## config.mk

```make
export PLATFORM = sky130hd
export DESIGN_NAME = othello_move_scanner
export DESIGN_NICKNAME = d
export VERILOG_FILES = /design/src/rtl/othello_pkg.sv /design/src/rtl/othello_dir_stepper.sv /design/src/rtl/othello_move_scanner.sv
export SDC_FILE = /design/constraint.sdc
export NUM_CORES = 1
export LEC_CHECK = 0
export BUFFER_PORTS_ARGS = -buffer_cell sky130_fd_sc_hd__buf_4
export CORE_ASPECT_RATIO = 2
export CORE_MARGIN = 2
export CORE_UTILIZATION = 25
export DETAILED_ROUTE_END_ITERATION = 8
export PLACE_DENSITY = 0.46
export SLEW_MARGIN = 20
export SYNTH_ARGS = -nofsm -noshare
export SYNTH_HDL_FRONTEND = slang
export SYNTH_SLANG_ARGS = --single-unit
```

## constraint.sdc

```tcl
create_clock -name i_clock -period 3.9 [get_ports i_clock]
set_clock_uncertainty 0.2 [all_clocks]
set_input_delay 0.39 -clock i_clock [delete_from_list [all_inputs] [get_ports i_clock]]
set_output_delay 0.39 -clock i_clock [all_outputs]
set_load 0.01 [all_outputs]
```

## src/rtl/othello_pkg.sv

```systemverilog
// othello_pkg: cell encodings, direction indices and deltas, and FSM state constants shared by the scanner
package othello_pkg;
  localparam logic [1:0] CELL_EMPTY = 2'b00;
  localparam logic [1:0] CELL_BLACK = 2'b01;
  localparam logic [1:0] CELL_WHITE = 2'b10;
  localparam logic [2:0] DIR_N  = 3'd0;
  localparam logic [2:0] DIR_NE = 3'd1;
  localparam logic [2:0] DIR_E  = 3'd2;
  localparam logic [2:0] DIR_SE = 3'd3;
  localparam logic [2:0] DIR_S  = 3'd4;
  localparam logic [2:0] DIR_SW = 3'd5;
  localparam logic [2:0] DIR_W  = 3'd6;
  localparam logic [2:0] DIR_NW = 3'd7;
  localparam logic signed [1:0] DIR_DR [8] = '{-2'sd1, -2'sd1, 2'sd0, 2'sd1, 2'sd1, 2'sd1, 2'sd0, -2'sd1};
  localparam logic signed [1:0] DIR_DC [8] = '{2'sd0, 2'sd1, 2'sd1, 2'sd1, 2'sd0, -2'sd1, -2'sd1, -2'sd1};
  typedef logic [3:0] state_t;
  localparam state_t S_IDLE     = 4'd0;
  localparam state_t S_HOME_RD  = 4'd1;
  localparam state_t S_HOME_WT  = 4'd2;
  localparam state_t S_DIR_INIT = 4'd3;
  localparam state_t S_STEP     = 4'd4;
  localparam state_t S_WAIT     = 4'd5;
  localparam state_t S_EVAL     = 4'd6;
  localparam state_t S_DIR_NEXT = 4'd7;
  localparam state_t S_FIN      = 4'd8;
  localparam state_t S_FL_SEL   = 4'd9;
  localparam state_t S_FL_WR    = 4'd10;
  localparam state_t S_FL_HOME  = 4'd11;
endpackage

```

## src/rtl/othello_dir_stepper.sv

```systemverilog
// othello_dir_stepper: combinational one-cell step from (row,col) in direction d with edge detection
// ports: i_row/i_col current square, i_d direction; o_row/o_col next square, o_off next square is off-board,
//        o_addr RAM address of next square (row*BOARD_DIM+col, truncated)
module othello_dir_stepper
  import othello_pkg::*;
#(
  parameter int BOARD_DIM = 8,
  parameter int ADDR_W    = 7,
  parameter int COORD_W   = 4
) (
  input  logic [COORD_W-1:0] i_row,
  input  logic [COORD_W-1:0] i_col,
  input  logic [2:0]         i_d,
  output logic [COORD_W-1:0] o_row,
  output logic [COORD_W-1:0] o_col,
  output logic               o_off,
  output logic [ADDR_W-1:0]  o_addr
);
  localparam logic signed [COORD_W:0] DIM_S = (COORD_W+1)'(BOARD_DIM);
  localparam logic [ADDR_W-1:0] DIM_A = ADDR_W'(BOARD_DIM);
  logic signed [COORD_W:0] w_nr, w_nc;
  assign w_nr = $signed({1'b0, i_row}) + (COORD_W+1)'(DIR_DR[i_d]);
  assign w_nc = $signed({1'b0, i_col}) + (COORD_W+1)'(DIR_DC[i_d]);
  assign o_off = w_nr[COORD_W] || w_nc[COORD_W] || w_nr >= DIM_S || w_nc >= DIM_S;
  assign o_row = w_nr[COORD_W-1:0];
  assign o_col = w_nc[COORD_W-1:0];
  assign o_addr = ADDR_W'(o_row) * DIM_A + ADDR_W'(o_col);
endmodule

```

## src/rtl/othello_move_scanner.sv

```systemverilog
// othello_move_scanner: checks one candidate square in all 8 directions against board RAM
// ports: i_clock/i_reset (sync, active-high); i_start/i_player/i_row/i_col request;
//        o_busy/o_done/o_legal/o_dir_mask/o_flip_count status and results;
//        o_mem_req/o_mem_addr/o_mem_wren/o_mem_wdata/i_mem_rdata board RAM port
// macro OTHELLO_SCAN_FLIP_EN: when defined, a legal move is also written back (flanked cells, then home)
module othello_move_scanner
  import othello_pkg::*;
#(
  parameter int BOARD_DIM = 8,
  parameter int ADDR_W    = 7,
  parameter int COORD_W   = 4,
  parameter int RD_LAT    = 1,
  parameter int CNT_W     = 6
) (
  input  logic               i_clock,
  input  logic               i_reset,
  input  logic               i_start,
  input  logic               i_player,
  input  logic [COORD_W-1:0] i_row,
  input  logic [COORD_W-1:0] i_col,
  output logic               o_busy,
  output logic               o_done,
  output logic               o_legal,
  output logic [7:0]         o_dir_mask,
  output logic [CNT_W-1:0]   o_flip_count,
  output logic               o_mem_req,
  output logic [ADDR_W-1:0]  o_mem_addr,
  output logic               o_mem_wren,
  output logic [1:0]         o_mem_wdata,
  input  logic [1:0]         i_mem_rdata
);
  localparam logic [COORD_W-1:0] DIM_C = COORD_W'(BOARD_DIM);
  localparam logic [ADDR_W-1:0] DIM_A = ADDR_W'(BOARD_DIM);
  localparam logic [7:0] WAIT_LAST = 8'(RD_LAT - 1);
  state_t r_state;
  logic r_player;
  logic [COORD_W-1:0] r_row, r_col, r_cr, r_cc, r_run;
  logic [2:0] r_d;
  logic [7:0] r_wait, r_mask;
  logic [CNT_W-1:0] r_count;
  logic [ADDR_W-1:0] r_addr;
  logic [COORD_W-1:0] w_nr, w_nc;
  logic w_off;
  logic [ADDR_W-1:0] w_addr, w_home_in;
  logic [1:0] w_own, w_opp;
  logic [CNT_W:0] w_sum;
  othello_dir_stepper #(.BOARD_DIM(BOARD_DIM), .ADDR_W(ADDR_W), .COORD_W(COORD_W)) u_step (
    .i_row(r_cr), .i_col(r_cc), .i_d(r_d),
    .o_row(w_nr), .o_col(w_nc), .o_off(w_off), .o_addr(w_addr)
  );
  assign w_home_in = ADDR_W'(i_row) * DIM_A + ADDR_W'(i_col);
  assign w_own = r_player ? CELL_WHITE : CELL_BLACK;
  assign w_opp = r_player ? CELL_BLACK : CELL_WHITE;
  assign w_sum = {1'b0, r_count} + (CNT_W+1)'(r_run);
  assign o_busy = r_state != S_IDLE && r_state != S_FIN;
  assign o_done = r_state == S_FIN;
  assign o_legal = |r_mask;
  assign o_dir_mask = r_mask;
  assign o_flip_count = r_count;
  assign o_mem_req = o_busy;
`ifdef OTHELLO_SCAN_FLIP_EN
  logic [ADDR_W-1:0] r_home;
  logic [COORD_W-1:0] r_left;
  logic [COORD_W-1:0] r_runs [8];
  assign o_mem_wren = r_state == S_FL_WR || r_state == S_FL_HOME;
  assign o_mem_wdata = o_mem_wren ? w_own : 2'b00;
  assign o_mem_addr = r_state == S_FL_WR ? w_addr : r_state == S_FL_HOME ? r_home : r_addr;
`else
  assign o_mem_wren = 1'b0;
  assign o_mem_wdata = 2'b00;
  assign o_mem_addr = r_addr;
`endif
  always_ff @(posedge i_clock) begin
    if (i_reset) begin
      r_state <= S_IDLE;
      r_player <= 1'b0;
      r_row <= '0;
      r_col <= '0;
      r_cr <= '0;
      r_cc <= '0;
      r_run <= '0;
      r_d <= '0;
      r_wait <= '0;
      r_mask <= '0;
      r_count <= '0;
      r_addr <= '0;
`ifdef OTHELLO_SCAN_FLIP_EN
      r_home <= '0;
      r_left <= '0;
`endif
    end else begin
      case (r_state)
        S_IDLE, S_FIN: begin
          if (i_start) begin
            r_player <= i_player;
            r_row <= i_row;
            r_col <= i_col;
            r_mask <= '0;
            r_count <= '0;
            r_wait <= '0;
            r_addr <= w_home_in;
`ifdef OTHELLO_SCAN_FLIP_EN
            r_home <= w_home_in;
`endif
            r_state <= (i_row >= DIM_C || i_col >= DIM_C) ? S_FIN : S_HOME_RD;
          end else r_state <= S_IDLE;
        end
        S_HOME_RD: r_state <= S_HOME_WT;
        S_HOME_WT: begin
          if (r_wait == WAIT_LAST) begin
            r_wait <= '0;
            r_state <= i_mem_rdata != CELL_EMPTY ? S_FIN : S_DIR_INIT;
          end else r_wait <= r_wait + 8'd1;
        end
        S_DIR_INIT: begin
          r_d <= DIR_N;
          r_run <= '0;
          r_cr <= r_row;
          r_cc <= r_col;
          r_state <= S_STEP;
        end
        S_STEP: begin
          if (w_off) r_state <= S_DIR_NEXT;
          else begin
            r_cr <= w_nr;
            r_cc <= w_nc;
            r_addr <= w_addr;
            r_state <= S_WAIT;
          end
        end
        S_WAIT: begin
          if (r_wait == WAIT_LAST) begin
            r_wait <= '0;
            r_state <= S_EVAL;
          end else r_wait <= r_wait + 8'd1;
        end
        S_EVAL: begin
          if (i_mem_rdata == w_opp) begin
            r_run <= r_run + COORD_W'(1);
            r_state <= S_STEP;
          end else begin
            if (i_mem_rdata == w_own && r_run != '0) begin
              r_mask[r_d] <= 1'b1;
              r_count <= w_sum[CNT_W] ? '1 : w_sum[CNT_W-1:0];
`ifdef OTHELLO_SCAN_FLIP_EN
              r_runs[r_d] <= r_run;
`endif
            end
            r_state <= S_DIR_NEXT;
          end
        end
        S_DIR_NEXT: begin
          if (r_d == DIR_NW) begin
`ifdef OTHELLO_SCAN_FLIP_EN
            r_d <= DIR_N;
            r_state <= |r_mask ? S_FL_SEL : S_FIN;
`else
            r_state <= S_FIN;
`endif
          end else begin
            r_d <= r_d + 3'd1;
            r_run <= '0;
            r_cr <= r_row;
            r_cc <= r_col;
            r_state <= S_STEP;
          end
        end
`ifdef OTHELLO_SCAN_FLIP_EN
        S_FL_SEL: begin
          if (r_mask[r_d]) begin
            r_cr <= r_row;
            r_cc <= r_col;
            r_left <= r_runs[r_d];
            r_state <= S_FL_WR;
          end else if (r_d == DIR_NW) r_state <= S_FL_HOME;
          else r_d <= r_d + 3'd1;
        end
        S_FL_WR: begin
          r_cr <= w_nr;
          r_cc <= w_nc;
          if (r_left == COORD_W'(1)) begin
            if (r_d == DIR_NW) r_state <= S_FL_HOME;
            else begin
              r_d <= r_d + 3'd1;
              r_state <= S_FL_SEL;
            end
          end else r_left <= r_left - COORD_W'(1);
        end
        S_FL_HOME: r_state <= S_FIN;
`endif
        default: r_state <= S_IDLE;
      endcase
    end
  end
endmodule

```

# After elaboration in Yosys (flattened, before gate mapping)
# Memories as Yosys holds them, arrays and structs flattened.
# Index checks and enable logic that the tools add are counted.
dict set report word_totals {
  reg_bits 57
  mem_bits_ro 32
  mem_count 2
  inputBits 14
}
# memory words word_bits read_ports rd_ports_with_merged_regs wr line_no
set memory_table {}
lappend memory_table {{(no name shown)} 8 2 1 0 0 othello_dir_stepper.sv:23} ;# assign w_nc = $signed({1'b0, i_col}) + (COORD_W+1)'(DIR_DC[i_d]);
lappend memory_table {{(no name shown)} 8 2 1 0 0 othello_dir_stepper.sv:22} ;# assign w_nr = $signed({1'b0, i_row}) + (COORD_W+1)'(DIR_DR[i_d]);
dict set report op_classes {
  n_addsub 8
  n_lt_le_gt_ge 7
  n_eq_ne 20
  n_reduce_logical 29
  n_mux 42
  bitwise 2
}
# op count
set op_table {}
lappend op_table {{2-to-1 mux 4 bit} 12}
lappend op_table {{one-hot mux 4 bit (3 select lines)} 3}
lappend op_table {{2-to-1 mux 8 bit} 4}
lappend op_table {{one-hot mux 4 bit (8 select lines)} 1}
lappend op_table {{one-hot mux 8 bit (2 select lines)} 2}
lappend op_table {{2-to-1 mux 6 bit} 4}
lappend op_table {{== test 4 x 3 -> 1 bit, second input constant} 4}
lappend op_table {{2-to-1 mux 2 bit} 8}
lappend op_table {{!= test 2 bit, second input constant} 8}
lappend op_table {{adder 7 x 4 -> 7 bit} 2}
lappend op_table {{2-to-1 mux 7 bit} 2}
lappend op_table {{one-hot mux 7 bit (2 select lines)} 1}
lappend op_table {{>= comparator 4 bit, second input constant} 3}
lappend op_table {{one-hot mux 6 bit (2 select lines)} 1}
lappend op_table {{adder 5 x 2 -> 5 bit} 2}
lappend op_table {{>= comparator 5 bit, second input constant} 2}
lappend op_table {{nonzero test 2 bit} 5}
lappend op_table {{AND reduction 3 bit} 3}
lappend op_table {{adder 8 x 1 -> 8 bit, second input constant} 1}
lappend op_table {{== test 4 x 2 -> 1 bit, second input constant} 2}
lappend op_table {{zero test 8 bit} 1}
lappend op_table {{OR 8 bit} 1}
lappend op_table {{AND reduction 2 bit} 4}
lappend op_table {{nonzero test 4 bit} 2}
lappend op_table {{other kinds (22)} 30}

# Longest topological paths before layout
# Gate-level depths: netlist of run 1.
dict set report logic_depth {
  word_depth 10
  ltp_mapped 14
  depth_no_buf 14
}

# Hierarchy
# Synthesis of run 1 repeated with hierarchy kept, for this count alone.
dict set report hier_totals {
  cells_unflattened 388
  hier_area_um2 3382.0
}
# mod seq_area_each_um2 instances area_each_um2 cells_each
set by_module_without_submodules {}
lappend by_module_without_submodules {othello_move_scanner 1141.1 1 3036.7 348}
lappend by_module_without_submodules {othello_dir_stepper 0.0 1 345.3 40}

# Worst setup path after synthesis of run 1
# Ideal clock, no wire load.
dict set report synth_timing {
  path_type {register to register}
  from {register r_d[1]}
  to {register r_cc[0]}
  setup_ps 121
  path_slack_ps 897
  t_arrival_ps 2682
  t_required_ps 3579
  path_stages_with_launch 11
  period_less_slack_ps 3003
  path_cell_list {dfxtp_1 > ha_1 > and2_1 > or2_2 > ha_1 > a21o_1 > a21oi_1 > xor2_1 > o2111a_2 > o21ai_4 > mux2_4}
}
dict set report synth_via {
  elab_chain_cells 10
  word_cells_on_any_way 20
  classes_between {2 x add/sub; 2 x order compare; 3 x eq/ne; 6 x mux; 1 x bitwise; 4 x reduce/logical; 2 x memory}
}
# element line_no
set synth_lines {}
lappend synth_lines {{start: declaration} othello_move_scanner.sv:38} ;# logic [2:0] r_d;
lappend synth_lines {{start signal: assignment} othello_move_scanner.sv:161} ;# r_d <= r_d + 3'd1;
lappend synth_lines {{NOT 3 -> 4 bit (implied by the code)} {othello_dir_stepper.sv:22, othello_dir_stepper.sv:23}}
lappend synth_lines {{memory read (8 x 2 bit), on equally long branches} -}
lappend synth_lines {{2-to-1 mux 2 bit, on equally long branches (2 in series)} {othello_dir_stepper.sv:22, othello_dir_stepper.sv:23}}
lappend synth_lines {{adder 5 x 2 -> 5 bit, on equally long branches} {othello_dir_stepper.sv:22, othello_dir_stepper.sv:23}}
lappend synth_lines {{>= comparator 5 bit / logical OR 1 bit (equally long branches)} othello_dir_stepper.sv:24} ;# assign o_off = w_nr[COORD_W] || w_nc[COORD_W] || w_nr >= DIM_S || w_nc >= DIM_S;
lappend synth_lines {{logical OR 1 bit (2 in series)} othello_dir_stepper.sv:24}
lappend synth_lines {{!= test 2 bit (no line)} -}
lappend synth_lines {{AND reduction 3 bit (no line)} -}
lappend synth_lines {{end signal: assignment} othello_move_scanner.sv:119} ;# r_cc <= r_col;
lappend synth_lines {{end signal: assignment} othello_move_scanner.sv:126} ;# r_cc <= w_nc;
lappend synth_lines {{end signal: assignment} othello_move_scanner.sv:164} ;# r_cc <= r_col;
lappend synth_lines {{end: declaration} othello_move_scanner.sv:37} ;# logic [COORD_W-1:0] r_row, r_col, r_cr, r_cc, r_run;
# Parallel ways exist; a longest one is shown, timed or not. The select of a mux whose other input is x is not followed.
# A chain may end at the register's enable or synchronous reset.

# Worst setup path in the final report of run 1
dict set report layout_timing {
  from {register r_d[1]}
  to {register r_cc[1]}
}
# The elaborated chain is that of the path after synthesis.

==> impl_metrics.py, run 1 <==
metrics = {
    "global_routing": {
        "overflow": 0,
        "grt_pass1_wl_um": 14810,
        "grtUsageTotal": 0.1305,
        "antenna_found_initial": 0,
        "grt_pass1_vias": 3018,
        "grt_max_degree": 38,
    },
    "timing": {
        "fmax_mhz": 307.0,
        "setup_viol": 0,
        "slew_violations": 0,
        "fin_setup_tns_ns": 0,
        "fin_worst_hold_slack_ns": 0.1238,
        "hold_viol": 0,
        "slew_headroom": 0.5627,
        "tightest_slew_ns": 0.6532,
        "fin_ws_ns": 0.6427,
        "min_period_over_period": 0.8352,
        "rsz0062_at_grt": "no",
        "finalCriticalPeriod_ns": 3.257,
    },
    "worst_setup_path": {
        "endpoint_kind": "register",
        "r2r_cells": 10,
        "critPathArrivalTime_ns": 3.27,
        "r2r_start": "r_d[1]",
        "worstSetupPathType": "register to register",
        "regToRegSetupSlack_ns": 0.64,
        "required_ns": 3.91,
        "r2r-end": "r_cc[1]",
        "crit_path_start_kind": "register",
        "crit_path_max_fanout": 8,
    },
    "die": {
        "die_w_um": 85.48,
        "start_util": 0.2555,
        "design.core.area_mm2": 0.01299,
        "ios": 42,
        "die_height_um": 167.0,
        "die_area_mm2": 0.01427,
        "fp-row-count": 59,
    },
    "clock_tree": {
        "clockRootBuffer": "clkbuf_16",
        "cts_tree": "done",
        "clock_latency_ns": 0.32,
        "clk_path_buf_depth": 2,
        "clk_pin_slew_ns": 0.05,
        "cts.sinks": 57,
        "ctsHoldBuffers": 0,
        "htree_levels": 3,
        "postCtsSetupBuffers": 0,
        "cts_resized": 0,
        "cts_buffers": 9,
    },
    "pwr": {
        "p_leak_uw": 0.001621,
        "p_per_area_mw_per_mm2": 355.0,
        "ir_drop_mv": 0.1880,
    },
    "drt": {
        "wl_per_cell_um": 14.81,
        "drtIter0Drc": 106,
        "viasPerCell": 4.893,
        "drt-total-wl_um": 8721,
        "post-route-drc-count": 0,
        "met2_length_um": 4725,
        "routed-wl-met3_um": 206,
        "wl_met1_um": 3444,
        "antenna_left": 0,
        "top_layer_used": "met4",
        "dr_total_vias": 2882,
        "drt_pass1_iterations": 4,
    },
    "finish": {
        "antenna_cells": 0,
        "area_growth_pct": 20.32,
        "post-route-cell-area_mm2": 0.003994,
        "num-nets-final": 471,
        "instances_no_fill": 589,
        "post_route_cells_drive_above_1_share": 0.1556,
    },
    "yosys": {
        "synth_top_area_frac": 0.3438,
        "synth-seq-area-share": 0.3438,
        "synth_seq_cells": 57,
        "synth_edf_count": 0,
        "ys_async_sr_fraction": 0,
        "synthDistinctLibCells": 63,
        "yosysTopAreaCell": "dfxtp_1",
        "ys_top_cells_by_area": "dfxtp_1 34%, ha_1 8.3%, a21oi_1 6.0%",
        "yosysMostFrequentCell": "dfxtp_1",
        "synthCells": 398,
        "netlist_area_mm2": 0.003319,
        "ys.warnings.count": 0,
        "synth_top_cells_by_count": "57 x dfxtp_1, 48 x nand2_1, 46 x nor2_1",
        "syn_area_per_cell_um2": 8.340,
        "ys.flop_type": "dfxtp_1",
    },
    "placement": {
        "dp_slack_ns": 0.6425,
        "dp_hpwl_um": 6647,
        "port_buffers": 38,
        "place_area_mm2": 0.003731,
        "dpl.cell_count": 574,
        "gp_congestion": 0.7799,
    },
    "hold_path": {
        "min_path_type": "input port to register",
        "min-delay-start": "i_player",
        "holdPathStages": 3,
        "hold_end": "r_player",
    },
    "job": {
        "drv_cap": 0,
    },
    "status": {
        "status": "completed",
    },
}
[worst max path at each step]
stage / startpoint / endpoint / slack, ns / cells past startpoint
floorplan: r_d[1] / r_cc[0] / 0.90 / 10
global placement: r_d[1] / o_mem_addr[5] / 0.72 / 10
detailed placement: r_d[1] / r_cc[1] / 0.64 / 10
CTS: r_d[1] / r_cc[1] / 0.64 / 10
global route: r_d[1] / o_mem_addr[5] / 0.40 / 10
finish: r_d[1] / r_cc[1] / 0.64 / 10
[flip-flops by register name (all words and copies together), names as in the netlist]
register and count:
o_dir_mask 8, r_wait 8, o_mem_addr 7, o_flip_count 6, r_cc 4, r_col 4
r_cr 4, r_row 4, r_run 4, r_state 4, r_d 3, r_player 1
[metal layers]
metal  global-route usage  up-vias
met2               0.2364       47
met5                    0        -
met4              0.07384        0
met3              0.02180       20
li1                     -     1477
met1               0.1383     1338
[stage by stage]
stage / total power [uW] / util
2_1_floorplan: 683.7 / -
3_3_place_gp: 728.7 / 0.2872
3_5_place_dp: 729.1 / 0.2872
4_1_cts: 1443 / 0.3074
5_1_grt: 1483 / 0.3074
6_report: 1418 / 0.3074
[cells by family (layout without fill, tap and decap cells)]
logic type                 count (synthesis)  after routing  share of synthesized area
DFF                                       57             57                     0.3438
adders and majority gates                 24             24                    0.09499
buffers and inverters                     39             76                    0.05088
xor gates and xnor gates                  18             18                    0.04750
muxes                                      8              8                    0.02752
and+or+nand+nor                          155            155                     0.2337
AOI/OAI and AO/OA                         96             96                     0.2005
other                                      1              3                   0.001130
[report_power, final]
group	leakage, uW	switching (uW)	internal [uW]
Sequential	0.000463	13.1	597
Combinational	0.00102	61.0	44.1
Clock	0.000135	264	438
Total	0.00162	338	1080
[layout make-up]
cell class / count / area [um2]
repair buffers: 41 / 307.8
clock buffers: 11 / 242.7
well taps: 152 / 190.2
clock inverters: 4 / 20.02
inverters: 20 / 75.07
fillers: 1431 / 8999
multi-input cells: 304 / 2017
flip-flops and latches: 57 / 1141
[critical path: stages (launching register included)]
cell and delay, ns:
dfxtp_1 0.37, ha_1 0.23, and2_1 0.18, or2_2 0.33
ha_1 0.28, a21o_1 0.15, a21oi_1 0.16, xor2_1 0.43
o2111a_2 0.35, o21ai_4 0.12, mux2_4 0.34
[cells in the final DEF (no fill, tap or decap), drive strengths merged, types with 3 or more instances in the layout]
master / Yosys / routed
a211oi: 4 / 4
a21oi: 40 / 40
a221o: 6 / 6
a221oi: 3 / 3
and2: 6 / 6
and3: 5 / 5
buf: 8 / 41
clkbuf: 11 / 11
clkinv: 1 / 5
conb: 1 / 3
dfxtp: 57 / 57
ha: 22 / 22
inv: 19 / 19
mux2: 3 / 3
mux2i: 5 / 5
nand2: 48 / 48
nand3: 9 / 9
nand4: 4 / 4
nor2: 46 / 46
nor2b: 5 / 5
nor3: 10 / 10
nor4: 5 / 5
o211a: 5 / 5
o21ai: 14 / 14
xnor2: 9 / 9
xor2: 9 / 9
No activity file was read; power rests on OpenSTA's default activity.
==> run 2, diff against run 1 <==
clock period = 3.4 ns   (was 3.9 ns; I/O delays follow)
==> run 2 against run 1 <==
Non-clock buffer count rose by 4; die area stayed put; wire length is 1.1% higher; critical endpoint is now r_cc[0]; power increased by 22%; sequential power increased by 15%; core utilization rose by 0.57 points; count of clock-buffer cells in the layout grew 1; critical path type unchanged; first-iteration DRC count up 29%; sequential share of layout area is 0.52 points lower.
==> impl_metrics.py, run 2 (synthesis gave the netlist of run 1 again) <==
metrics = {
    "clock_tree": {
        "clock_latency_ns": 0.33,
        "clk_pin_slew_ns": 0.05,
        "clockRootBuffer": "clkbuf_16",
        "cts.sinks": 57,
        "ctsHoldBuffers": 0,
        "clk_path_buf_depth": 2,
        "cts_tree": "done",
        "cts_buffers": 9,
        "htree_levels": 3,
    },
    "worst_setup_path": {
        "worstSetupPathType": "register to register",
        "max_stage_delay_ns": 0.45,
        "endpoint_kind": "register",
        "cpMaxStageDelayCell": "a211oi_1",
        "path_delay_family": "compound AO/OA/AOI/OAI gates",
        "path_common_cell": "ha_1",
        "critPathArrivalTime_ns": 3.30,
        "required_ns": 3.42,
        "worst-path-buf-inv": 0,
        "crit_path_max_fanout": 8,
        "path_cells": "ha_1 > and2_1 > or2_2 > ha_1 > a21oi_1 > a211oi_1 > nor2_1 > o2111a_2 > o21ai_4 > mux2_4",
        "crit_path_start_kind": "register",
    },
    "finish": {
        "post_route_cells_drive_above_1_share": 0.1678,
        "num-nets-final": 475,
        "ff_latch_area_mm2": 0.001141,
        "mostFrequentLayoutCell": "dfxtp_1",
        "instances_no_fill": 593,
        "antenna_cells": 0,
        "area_growth_pct": 22.54,
        "multi_input_area_mm2": 0.002027,
        "final_cell_mix": "57 x dfxtp_1, 47 x nand2_1, 46 x nor2_1, 45 x buf_4, 40 x a21oi_1",
        "n_fill_cell": 1405,
    },
    "drt": {
        "antenna_left": 0,
        "dr_total_vias": 2953,
        "drt_pass1_iterations": 4,
        "drt-total-wl_um": 8820,
        "viasPerCell": 4.980,
        "post-route-drc-count": 0,
        "wl_per_cell_um": 14.87,
        "drtIter0Drc": 137,
    },
    "die": {
        "die_area_mm2": 0.01427,
        "design.core.area_mm2": 0.01299,
        "start_util": 0.2555,
        "die_height_um": 167.0,
        "die_w_um": 85.48,
        "fp-row-count": 59,
        "ios": 42,
    },
    "pwr": {
        "p_leak_uw": 0.001655,
        "ir_drop_mv": 0.2512,
        "p_per_area_mw_per_mm2": 425.4,
    },
    "global_routing": {
        "grt_pass1_vias": 3022,
        "grt_max_degree": 37,
        "grt_pass1_wl_um": 14750,
        "overflow": 0,
        "antenna_found_initial": 0,
        "grtUsageTotal": 0.1312,
    },
    "placement": {
        "port_buffers": 38,
        "dp_hpwl_um": 6689,
        "gp_congestion": 0.7993,
        "dpl.cell_count": 577,
    },
    "job": {
        "drv_cap": 0,
    },
    "timing": {
        "slew_violations": 0,
        "setup_viol": 0,
        "fmax_mhz": 304.4,
        "min_period_over_period": 0.9662,
        "slew_headroom": 0.5734,
        "tightest_slew_ns": 0.6372,
        "hold_viol": 0,
        "rsz0062_at_grt": "yes",
        "finalCriticalPeriod_ns": 3.285,
        "fin_setup_tns_ns": 0,
    },
    "hold_path": {
        "min_path_type": "input port to register",
    },
    "status": {
        "status": "completed",
    },
}
==> run 2: changes by cell type in the layout (fill, tap and decap cells not counted) <==
cell / previous run / this run
buf_4: 41 / 45
bufinv_16: 0 / 1
clkbuf_8: 1 / 2
clkinv_2: 4 / 2
nand2_1: 48 / 47
nand2_2: 0 / 1
xor2_1: 9 / 8
xor2_2: 0 / 1
==> run 2: routing by layer <==
layer	wire length, um	vias to the layer above	global-route usage
met4	289	0	0.07315
met1	3473	1406	0.1387
met2	4797	50	0.2351
met3	260	18	0.02725
li1	-	1479	-
met5	0	-	0
==> run 2: cell type report <==
| class | instances | share of cell area |
|---|---|---|
| clock inverters | 3 | 0.009843 |
| well taps | 152 | 0.04675 |
| flip-flops and latches | 57 | 0.2805 |
| clock buffers | 12 | 0.06306 |
| repair buffers | 45 | 0.08305 |
| multi-input cells | 304 | 0.4983 |
| inverters | 20 | 0.01846 |
==> run 2: metrics by stage <==
stage	setup WS (ns)	power [uW]	util	instance area, um2	hold WS, ns
2_1_floorplan	0.3965	784.3	-	3327	0.2318
3_3_place_gp	0.1901	837.5	0.2889	3754	0.2401
3_5_place_dp	0.1557	838.2	0.2889	3754	0.2496
4_1_cts	0.1487	1760	0.3117	4050	0.05323
5_1_grt	-0.03378	1804	0.3131	4068	0.06137
6_report	0.1149	1730	0.3131	4068	0.06164
==> run 2: worst reg2reg max path, stage by stage, from the launching register on <==
cell and delay (ns):
dfxtp_1 0.38, ha_1 0.23, and2_1 0.18, or2_2 0.33, ha_1 0.38, a21oi_1 0.12, a211oi_1 0.45, nor2_1 0.08
o2111a_2 0.20, o21ai_4 0.30, mux2_4 0.34
==> run 2: report_power, final <==
group	leakage [uW]	internal [uW]	switching (uW)
Clock	0.000148	600	308
Sequential	0.000463	685	14.9
Combinational	0.00104	51.6	71.3
==> run 2: path summary, 6_finish.rpt <==
kind / startpoint / endpoint / slack [ns] / cells past startpoint
min: i_player / r_player / 0.06 / 3
max reg2reg: r_d[1] / r_cc[0] / 0.11 / 10
min reg2reg: r_col[2] / r_col[2] / 0.25 / 2
max: r_d[1] / r_cc[0] / 0.11 / 10
==> run 2: timing repair <==
item                       4_1_cts  5_1_grt
setup buffers                    0        1
setup endpoints to repair        0        8
resized for setup                0        2
